$ cat src/rtl/keypad_pkg.sv
// Shared types and constants for the 4x4 matrix keypad scanner.
// Key codes are {1'b0, row[1:0], col[1:0]}; bit 4 set means "no key".
package keypad_pkg;

  localparam int ROWS = 4;
  localparam int COLS = 4;

  localparam logic [4:0] NO_KEY = 5'h10;

  typedef enum logic [4:0] {
    KEY_0 = 5'h00, KEY_1 = 5'h01, KEY_2 = 5'h02, KEY_3 = 5'h03,
    KEY_4 = 5'h04, KEY_5 = 5'h05, KEY_6 = 5'h06, KEY_7 = 5'h07,
    KEY_8 = 5'h08, KEY_9 = 5'h09, KEY_A = 5'h0A, KEY_B = 5'h0B,
    KEY_C = 5'h0C, KEY_D = 5'h0D, KEY_E = 5'h0E, KEY_F = 5'h0F,
    KEY_NONE = 5'h10
  } key_code_t;

  typedef enum logic [1:0] {
    IDLE,
    PRESS_DB,
    HELD
  } kp_state_t;

  function automatic logic [4:0] key_code(input logic [1:0] row, input logic [1:0] col);
    return {1'b0, row, col};
  endfunction

endpackage

$ cat src/rtl/keypad_if.sv
// Consumer-facing keypad interface: accepted key code, press strobe and held level.
// The scanner drives the master side; the game FSM and debug capture use the slave side.
interface keypad_if;
  logic [4:0] key;
  logic       keypad_pressed;
  logic       key_held;

  modport master (output key, keypad_pressed, key_held);
  modport slave  (input  key, keypad_pressed, key_held);
endinterface

$ cat src/rtl/keypad_debouncer.sv
// Whole-scan debounce FSM: accepts a key after DEBOUNCE_SCANS identical scan results
// and releases it after DEBOUNCE_SCANS empty results, with one strobe per press.
module keypad_debouncer
  import keypad_pkg::*;
#(
  parameter int DEBOUNCE_SCANS = 10
) (
  input  logic       clk,
  input  logic       rst_n,
  input  logic       res_valid,
  input  logic [4:0] res_code,
  output logic [4:0] key,
  output logic       keypad_pressed,
  output logic       key_held
);

  localparam int            CW      = $clog2(DEBOUNCE_SCANS + 1);
  localparam logic [CW-1:0] CNT_MAX = CW'(DEBOUNCE_SCANS);
  localparam logic [CW-1:0] CNT_ONE = CW'(1);

  kp_state_t     state_q, state_d;
  logic [4:0]    cand_q, cand_d;
  logic [CW-1:0] cnt_q, cnt_d, rcnt_q, rcnt_d;
  logic [CW-1:0] cnt_inc, rcnt_inc;
  logic          res_key;
  logic          accept, release_ev;

  // MULTI and NONE both arrive as NO_KEY, so bit 4 alone separates "no usable key".
  assign res_key  = res_valid && !res_code[4];
  assign cnt_inc  = (cnt_q  == CNT_MAX) ? cnt_q  : cnt_q  + CNT_ONE;
  assign rcnt_inc = (rcnt_q == CNT_MAX) ? rcnt_q : rcnt_q + CNT_ONE;

  // NOTE: sequential state uses non-blocking (<=) so every register samples pre-edge values.
  always_ff @(posedge clk) begin
    if (!rst_n) begin
      state_q <= IDLE;
      cand_q  <= NO_KEY;
      cnt_q   <= '0;
      rcnt_q  <= '0;
    end else begin
      state_q <= state_d;
      cand_q  <= cand_d;
      cnt_q   <= cnt_d;
      rcnt_q  <= rcnt_d;
    end
  end

  // NOTE: every combinational output gets a default first, so no path can infer a latch.
  always_comb begin
    state_d = state_q;
    cand_d  = cand_q;
    cnt_d   = cnt_q;
    rcnt_d  = rcnt_q;
    if (res_valid) begin
      case (state_q)
        IDLE: begin
          if (res_key) begin
            state_d = PRESS_DB;
            cand_d  = res_code;
            cnt_d   = CNT_ONE;
          end
        end
        PRESS_DB: begin
          if (!res_key) begin
            state_d = IDLE;
            cnt_d   = '0;
          end else if (res_code == cand_q) begin
            cnt_d = cnt_inc;
            if (cnt_inc == CNT_MAX) begin
              state_d = HELD;
              rcnt_d  = '0;
            end
          end else begin
            cand_d = res_code;
            cnt_d  = CNT_ONE;
          end
        end
        HELD: begin
          if (res_key) begin
            rcnt_d = '0;
          end else begin
            rcnt_d = rcnt_inc;
            if (rcnt_inc == CNT_MAX) begin
              state_d = IDLE;
              cnt_d   = '0;
            end
          end
        end
        default: state_d = IDLE;
      endcase
    end
  end

  always_comb begin
    accept     = (state_q == PRESS_DB) && (state_d == HELD);
    release_ev = (state_q == HELD)     && (state_d == IDLE);
  end

  always_ff @(posedge clk) begin
    if (!rst_n) begin
      key            <= NO_KEY;
      keypad_pressed <= 1'b0;
      key_held       <= 1'b0;
    end else begin
      keypad_pressed <= accept;
      if (accept) begin
        key      <= cand_q;
        key_held <= 1'b1;
      end else if (release_ev) begin
        key_held <= 1'b0;
      end
    end
  end

endmodule

$ cat src/rtl/keypad_scanner.sv
// 4x4 active-low keypad scanner: synchronizes rows, rotates the column drive and
// reduces each full scan to one code that feeds the debouncer.
module keypad_scanner
  import keypad_pkg::*;
#(
  parameter int SCAN_DIV       = 27000,
  parameter int DEBOUNCE_SCANS = 10
) (
  input  logic       clk,
  input  logic       rst_n,
  input  logic [3:0] row_n,
  output logic [3:0] col_n,
  keypad_if.master   kp
);

  localparam int            DW       = $clog2(SCAN_DIV);
  localparam logic [DW-1:0] DIV_LAST = DW'(SCAN_DIV - 1);
  localparam logic [DW-1:0] DIV_ONE  = DW'(1);

  logic [ROWS-1:0] row_meta, row_sync, row_dn;
  logic [DW-1:0]   div_cnt;
  logic [1:0]      col_idx;
  logic            sample;
  logic [1:0]      hits, col_hits, tot_hits;
  logic [1:0]      col_row;
  logic [2:0]      hit_sum;
  logic [4:0]      acc_code, tot_code;
  logic            res_valid;
  logic [4:0]      res_code;

  assign sample = (div_cnt == DIV_LAST);
  assign row_dn = ~row_sync;

  // Keys down in the current column; count saturates at 2, which already means MULTI.
  always_comb begin
    col_hits = '0;
    col_row  = '0;
    for (int r = 0; r < ROWS; r++) begin
      if (row_dn[r]) begin
        col_row = 2'(r);
        if (col_hits != 2'd2) col_hits = col_hits + 2'd1;
      end
    end
  end

  always_comb begin
    hit_sum  = {1'b0, hits} + {1'b0, col_hits};
    tot_hits = (hit_sum >= 3'd2) ? 2'd2 : hit_sum[1:0];
    tot_code = acc_code;
    if (col_hits == 2'd1) tot_code = key_code(col_row, col_idx);
  end

  always_ff @(posedge clk) begin
    if (!rst_n) begin
      row_meta  <= '1;
      row_sync  <= '1;
      div_cnt   <= '0;
      col_idx   <= '0;
      col_n     <= 4'b1110;
      hits      <= '0;
      acc_code  <= NO_KEY;
      res_valid <= 1'b0;
      res_code  <= NO_KEY;
    end else begin
      row_meta  <= row_n;
      row_sync  <= row_meta;
      res_valid <= 1'b0;
      if (sample) begin
        div_cnt <= '0;
        col_idx <= col_idx + 2'd1;
        col_n   <= {col_n[2:0], col_n[3]};
        if (col_idx == 2'(COLS - 1)) begin
          res_valid <= 1'b1;
          res_code  <= (tot_hits == 2'd1) ? tot_code : NO_KEY;
          hits      <= '0;
          acc_code  <= NO_KEY;
        end else begin
          hits     <= tot_hits;
          acc_code <= tot_code;
        end
      end else begin
        div_cnt <= div_cnt + DIV_ONE;
      end
    end
  end

  keypad_debouncer #(
    .DEBOUNCE_SCANS(DEBOUNCE_SCANS)
  ) u_debouncer (
    .clk            (clk),
    .rst_n          (rst_n),
    .res_valid      (res_valid),
    .res_code       (res_code),
    .key            (kp.key),
    .keypad_pressed (kp.keypad_pressed),
    .key_held       (kp.key_held)
  );

endmodule

$ cat src/flat_wrapper.sv
// flat-port wrapper written by rule: the top's interface ports become plain ports
module keypad_scanner_flat import keypad_pkg::*;
#(
  parameter int SCAN_DIV       = 27000,
  parameter int DEBOUNCE_SCANS = 10
)
  (clk, rst_n, row_n, col_n, kp_key, kp_keypad_pressed, kp_key_held);
  keypad_if kp_i ();
  input  logic clk;
  input  logic rst_n;
  input  logic [3:0] row_n;
  output logic [3:0] col_n;
  output wire logic [$bits(kp_i.key)-1:0] kp_key;
  output wire logic [$bits(kp_i.keypad_pressed)-1:0] kp_keypad_pressed;
  output wire logic [$bits(kp_i.key_held)-1:0] kp_key_held;
  assign kp_key = kp_i.key;
  assign kp_keypad_pressed = kp_i.keypad_pressed;
  assign kp_key_held = kp_i.key_held;
  keypad_scanner #(.SCAN_DIV(SCAN_DIV), .DEBOUNCE_SCANS(DEBOUNCE_SCANS)) u_core (.clk(clk), .rst_n(rst_n), .row_n(row_n), .col_n(col_n), .kp(kp_i));
endmodule
$ cat config.mk
export PLATFORM = sky130hd
export DESIGN_NAME = keypad_scanner_flat
export DESIGN_NICKNAME = d
export VERILOG_FILES = /design/src/rtl/keypad_pkg.sv /design/src/rtl/keypad_if.sv /design/src/rtl/keypad_debouncer.sv /design/src/rtl/keypad_scanner.sv /design/src/flat_wrapper.sv
export SDC_FILE = /design/constraint.sdc
export NUM_CORES = 1
export LEC_CHECK = 0
export CAP_MARGIN = 40
export CORE_MARGIN = 5
export CORE_UTILIZATION = 50
export DETAILED_ROUTE_END_ITERATION = 8
export MAX_ROUTING_LAYER = met4
export PLACE_DENSITY = 0.77
export SYNTH_ARGS = -nofsm -noshare
export SYNTH_HDL_FRONTEND = slang
export SYNTH_SLANG_ARGS = --single-unit
$ cat constraint.sdc
create_clock -name clk -period 7.96 [get_ports clk]
set_input_delay 1.99 -clock clk [delete_from_list [all_inputs] [get_ports clk]]
set_output_delay 1.99 -clock clk [all_outputs]
set_load 0.02 [all_outputs]
==> reports/qor.yml <==
clock_tree:
  cts_setup_buffers: 0
  clkTransAtPathRegs_ns: 0.07
  cts_hold_buf: 0
  tritoncts: "done"
  cts_made_buffers: 9
  clock_path_buffers: 2
  htreeDepth: 3
  clk_latency_ns: 0.34
  cts-root-buf: "clkbuf_8"
  cts.repair.resized: 0
  clock_sinks: 64
power:
  leakage_uw: 0.00135
  p_total_uw: 619
  power_density_nw_per_um2: 181
  vdd_drop_max_uv: 122
hold_path:
  hold_path.class: "reg -> reg"
timing:
  relSlewSlack_pct: 46.5
  rsz0062_at_grt: "no"
  skew_ns: 0.0103
  hold_viol: 0
  min_period_ns: 3.58
  slew_violations: 0
  fin_crit_sh_pct: 45.0
  max_freq_mhz: 279
  setup_slack_ns: 4.38
  worst_pin_slew_ns: 0.801
  fin_tns_setup_ns: 0
  finalSetupViolCount: 0
floorplan:
  die_w_um: 87.8
  die_h_um: 87.8
  pin_count: 17
  core_area_um2: 5890
  die-area_um2: 7710
  initial_core_util_pct: 51.4
  core.rowCount: 28
place:
  gp_congestion: 0.832
  hpwl_mm: 3.80
  placed_area_um2: 3220
  preCtsSetupSlack_ns: 4.01
  port_buffers: 16
detailed_routing:
  wl_met1_mm: 2.56
  drt_iter0_markers: 106
  top_layer_used: "met4"
  drt-pass1-iter-count: 4
  met3_length_um: 188
  drc: 0
  drtAntennaViolNets: 0
  wire_per_inst_um: 12.3
  vias: 2330
  wirelength_mm: 5.38
  via_per_inst: 5.33
  wl_met2_mm: 2.47
global_routing:
  grtUsageTotal_pct: 16.4
  grt_pass1_vias: 2160
  grt_start_max_net_pins: 32
  grt-ovfl-total: 0
  grt_pass1_wl_mm: 9.55
  grt_antenna_before_repair: 0
synthesis:
  syn-num-nets: 363
  ys_warn_count: 0
  synth_edf_count: 0
  synth_area_per_cell_um2: 8.87
  synthDistinctLibCells: 50
  syn_inst: 341
  synth_seq_area_share_pct: 42.3
  synth_area_um2: 3030
  ys_async_sr_fraction_pct: 0
  synth_ff_type: "dfxtp_1"
  ys_ff_latch: 64
critical_path:
  crit_path_end_kind: "flop"
  path_buf_inv: 3
  crit_path_max_incr_delay_ns: 0.68
  cp_top_family: "buffers and inverters"
  crit_fanout: 31
  worst_path_max_delay_cell: "clkinv_1"
  path_class: "in -> reg"
  crit_arrival_ns: 3.82
  path_cells: "clkdlybuf4s50_1 -> buf_4 -> clkinv_1 -> a211oi_1"
  required_ns: 8.20
  startpoint_type: "input port"
layout:
  num-fill-cells: 513
  finalCoreUtilization_pct: 58.1
  area_growth_pct: 13.1
  multi_input_area_um2: 1620
  regArea_um2: 1280
  final_area_um2: 3420
  antenna_cells: 0
  nNetsFinal: 379
  drive_gt1_share_pct: 8.01
outcome:
  status: "finished, final reports clean"
job:
  cap_violations: 0
==> power breakdown <==
| group | internal (uW) | switching (uW) |
|---|---|---|
| registers | 323 | 2.02 |
| logic | 8.89 | 12.4 |
| clock network | 144 | 128 |
==> synth_stat cells, drive strengths merged (2+ instances only) <==
| cell type | instances | area (um^2) |
|---|---|---|
| a211oi | 4 | 30.0 |
| mux2i | 18 | 180 |
| dfxtp | 64 | 1280 |
| xor2 | 13 | 114 |
| nand4b | 2 | 17.5 |
| nand4 | 4 | 25.0 |
| nand3 | 12 | 60.1 |
| and3 | 4 | 25.0 |
| a31oi | 4 | 25.0 |
| a2bb2oi | 4 | 35.0 |
| a21oi | 16 | 80.1 |
| o21ai | 14 | 70.1 |
| or3 | 3 | 18.8 |
| nand2 | 29 | 114 |
| o211ai | 2 | 15.0 |
| and2b | 3 | 26.3 |
| xnor2 | 6 | 52.6 |
| a22oi | 4 | 30.0 |
| nand2b | 11 | 68.8 |
| inv | 15 | 56.3 |
| clkbuf | 11 | 51.3 |
| nor2 | 52 | 195 |
| a2111oi | 2 | 42.5 |
| and2 | 3 | 20.0 |
| a21o | 2 | 16.3 |
| nor3 | 5 | 25.0 |
| nor2b | 3 | 18.8 |
| ha | 15 | 188 |
==> worst reg2reg max path: cells and delay by family, from the launching register on <==
kind                     cells  cell delay, ns
adder cells (fa/ha/maj)      3            1.02
AO/OA/AOI/OAI                1            0.15
buffers and inverters        1            0.06
AND/OR/NAND/NOR              4            0.70
flip-flops                   1            0.38
multiplexers                 2            0.51
==> metrics by stage <==
stage / hold WS (ns) / cells
6_report: 0.408 / 437
2_1_floorplan: 0.386 / 341
5_1_grt: 0.419 / 437
4_1_cts: 0.409 / 437
3_3_place_gp: 0.388 / 421
3_5_place_dp: 0.392 / 421
==> flip-flops by register name, summed over array words and instances, names as in the netlist <==
signal,cells
u_core.res_valid,1
u_core.u_debouncer.key_held,1
u_core.u_debouncer.cnt_q,4
u_core.u_debouncer.state_q,2
u_core.row_meta,4
u_core.col_n,4
u_core.u_debouncer.keypad_pressed,1
u_core.acc_code,5
u_core.div_cnt,15
u_core.row_sync,4
u_core.u_debouncer.rcnt_q,4
u_core.u_debouncer.cand_q,5
u_core.res_code,5
u_core.u_debouncer.key,5
u_core.col_idx,2
u_core.hits,2
==> area by class of cell <==
type	count	area share [%]
multi-input cells	249	47.4
flip-flops and latches	64	37.5
clock buffers	9	3.62
well taps	75	2.74
inverters	16	1.76
clock inverters	7	2.12
repair buffers	17	4.90
==> layout by cell type, fill, tap and decap left out, types with 2 or more instances in the layout <==
cell type,instances
nor2b_1,3
nand2_2,2
o21ai_0,12
nor2_1,52
or3_1,3
xor2_1,13
o211ai_1,2
and3_1,4
a2bb2oi_1,4
dfxtp_1,64
and2_1,2
nand2b_1,11
clkinv_4,2
mux2i_1,18
clkbuf_8,9
a22oi_1,4
clkinvlp_4,2
a21oi_1,16
xnor2_1,6
and2b_2,3
a31oi_1,4
nand4b_1,2
clkinv_2,2
nor3_1,5
inv_1,15
a211oi_1,4
nand2_1,27
o21ai_1,2
nand3_1,12
nand4_1,4
ha_1,15
clkdlybuf4s50_1,16
==> path summary, 6_finish.rpt <==
kind                                      start                                        to  slack (ns)  depth (start not counted)
setup / recovery                          rst_n  u_core.u_debouncer.cnt_q[0]$_SDFFE_PN0P_        4.38                          4
setup reg to reg  u_core.row_sync[1]$_SDFF_PN1_           u_core.res_code[2]$_SDFFE_PN0P_        5.05                         11
hold / removal    u_core.row_meta[3]$_SDFF_PN1_             u_core.row_sync[3]$_SDFF_PN1_        0.41                          1
hold reg to reg   u_core.row_meta[3]$_SDFF_PN1_             u_core.row_sync[3]$_SDFF_PN1_        0.41                          1
==> layer usage <==
metal / vias up / track usage [%]
li1: 1206 / -
met1: 1070 / 19.4
met2: 43 / 24.9
met3: 11 / 3.29
met4: 0 / 11.0
met5: - / -
==> cells by family (layout without fill, tap and decap cells) <==
| group | count (synthesis) | in the layout | synth area share (%) |
|---|---|---|---|
| AOI/OAI and AO/OA | 59 | 59 | 13.3 |
| xor gates and xnor gates | 19 | 19 | 5.50 |
| adders and majority gates | 16 | 16 | 6.87 |
| buffers and inverters | 28 | 49 | 4.05 |
| DFF | 64 | 64 | 42.3 |
| muxes | 19 | 19 | 6.33 |
| and+or+nand+nor | 136 | 136 | 21.6 |
(Power assumes the default switching activity.)
==> RTL change: new RTL, same settings <==
Add an input register stage for `row_n`, without a reset; this delays it by one clock. The other inputs are not delayed to match.
--- a/src/rtl/keypad_scanner.sv
+++ b/src/rtl/keypad_scanner.sv
@@ -16,6 +16,12 @@
   localparam int            DW       = $clog2(SCAN_DIV);
   localparam logic [DW-1:0] DIV_LAST = DW'(SCAN_DIV - 1);
   localparam logic [DW-1:0] DIV_ONE  = DW'(1);
+
+  logic [3:0] row_n_q;
+
+  always_ff @(posedge clk) begin
+    row_n_q <= row_n;
+  end
 
   logic [ROWS-1:0] row_meta, row_sync, row_dn;
   logic [DW-1:0]   div_cnt;
@@ -62,7 +68,7 @@
       res_valid <= 1'b0;
       res_code  <= NO_KEY;
     end else begin
-      row_meta  <= row_n;
+      row_meta  <= row_n_q;
       row_sync  <= row_meta;
       res_valid <= 1'b0;
       if (sample) begin
Function: no difference found for any inputs over 10 cycles, from zero or initial values and one cycle with rst_n low; that may be too few to reach the edited logic, so the function may still have changed.
==> RTL change against the unedited design <==
Sequential power grew 6.8%. Power grew 11%. Final area grew 7.2%. Sequential cell count grew 4. Wire length grew 4.9%. Worst setup slack gained 0.22 ns. Area after synthesis grew 6.4%. Hold slack lost 0.0039 ns. Die area grew 5.6%. Clock skew is essentially flat. Critical path type unchanged. Largest power group unchanged.
==> RTL change: results (changes against the unedited design) <==
Drt
  • Met3 wire len: 167 µm (was 188 µm)
  • DRT met1 WL: 2730 µm (was 2560 µm)
  • Number of DRC markers in iteration 0: 114 (was 106)
  • DR WL/cell: 12.5 µm (was 12.3 µm)
  • Post-DR vias/cell: 5.34 (was 5.33)
  • DR WL met2: 2640 µm (was 2470 µm)

Placement
  • Post-DP Area: 3440 µm² (was 3220 µm²)
  • Pre-CTS WS: 4.22 ns (was 4.01 ns)

Global routing
  • Global router's overall resource usage: 14.9% (was 16.4%)
  • GR Util met2: 23.9% (was 24.9%)
  • Met1 Use GR: 17.8% (was 19.4%)
  • Vias in the first global route: 2326 (was 2160)

Setup path
  • Setup crit end: u_core.acc_code[1]$_SDFFE_PN0P_ (was u_core.u_debouncer.cnt_q[0]$_SDFFE_PN0P_)
  • Crit path max fanout: 51 (was 31)
  • Crit path largest cell delay: 0.45 ns (was 0.68 ns)
  • Worst EP arrival: 3.64 ns (was 3.82 ns)
  • Slowest cell on the critical path: clkdlybuf4s50_1 (was clkinv_1)

STA
  • Worst slew pin tran: 0.706 ns (was 0.801 ns)
  • Post-Route Skew: 0.0102 ns (was 0.0103 ns)
  • Tcrit/Tclk final: 42.3% (was 45.0%)
  • Worst hold slack: 0.404 ns (was 0.408 ns)

Synth
  • Most frequent cells after synthesis: dfxtp_1, nand2_1, nor2_1 (was dfxtp_1, nor2_1, nand2_1)
  • Post-Syn Nets: 374 (was 363)
  • Average size of a mapped cell: 9.14 µm² (was 8.87 µm²)
  • Mapped Area: 3220 µm² (was 3030 µm²)
  • Seq/Total Area, Yosys: 42.3% (about the same)
  • Synth top area cells: dfxtp_1, mux2i_1, ha_1, nand2_1, xor2_1 (was dfxtp_1, nor2_1, ha_1, mux2i_1, xor2_1)
  • Post-synth cell types: 54 (was 50)

Finish
  • Fraction of layout cells with a size suffix above 1: 7.45% (was 8.01%)
  • Non-Filler Instances: 453 (was 437)
  • Number of fill cells in the layout: 560 (was 513)
  • Layout net count: 393 (was 379)

CTS
  • Postcts setup bufs: 0 (unchanged)

Pwr
  • Leakage power: 0.00143 µW (was 0.00135 µW)
  • Max IR drop VDD: 0.000193 V (was 0.000122 V)

Outcome
  • Status: complete, no violations (unchanged)

Worst hold path
  • Hold path startpoint: u_core.row_meta[2]$_SDFF_PN1_ (was u_core.row_meta[3]$_SDFF_PN1_)
  • Hold path endpoint: u_core.row_sync[2]$_SDFF_PN1_ (was u_core.row_sync[3]$_SDFF_PN1_)
-- RTL change: final cells by class --
type | instances | share of cell area (%)
clock buffer | 13 | 4.33
clock inverter | 3 | 1.88
inverter | 13 | 1.33
multi-input combinational | 261 | 47.9
sequential | 68 | 37.1
tap | 77 | 2.63
timing repair buffer | 18 | 4.78
-- RTL change: kinds of logic (layout without fill, tap and decap cells) --
| family | count (synthesis) | after routing | synth area share, % |
|---|---|---|---|
| muxes | 23 | 23 | 7.23 |
| DFF | 68 | 68 | 42.3 |
| AOI/OAI and AO/OA | 52 | 52 | 10.9 |
| and+or+nand+nor | 150 | 150 | 24.6 |
| buffers and inverters | 23 | 47 | 3.11 |
| xor gates and xnor gates | 20 | 20 | 5.44 |
| adders and majority gates | 16 | 16 | 6.45 |
-- RTL change: power breakdown --
part	total (µW)	internal [µW]	switching [µW]
Combinational	22.5	10.1	12.4
Sequential	347	344	2.46
Clock	318	194	124
Total	687	549	138
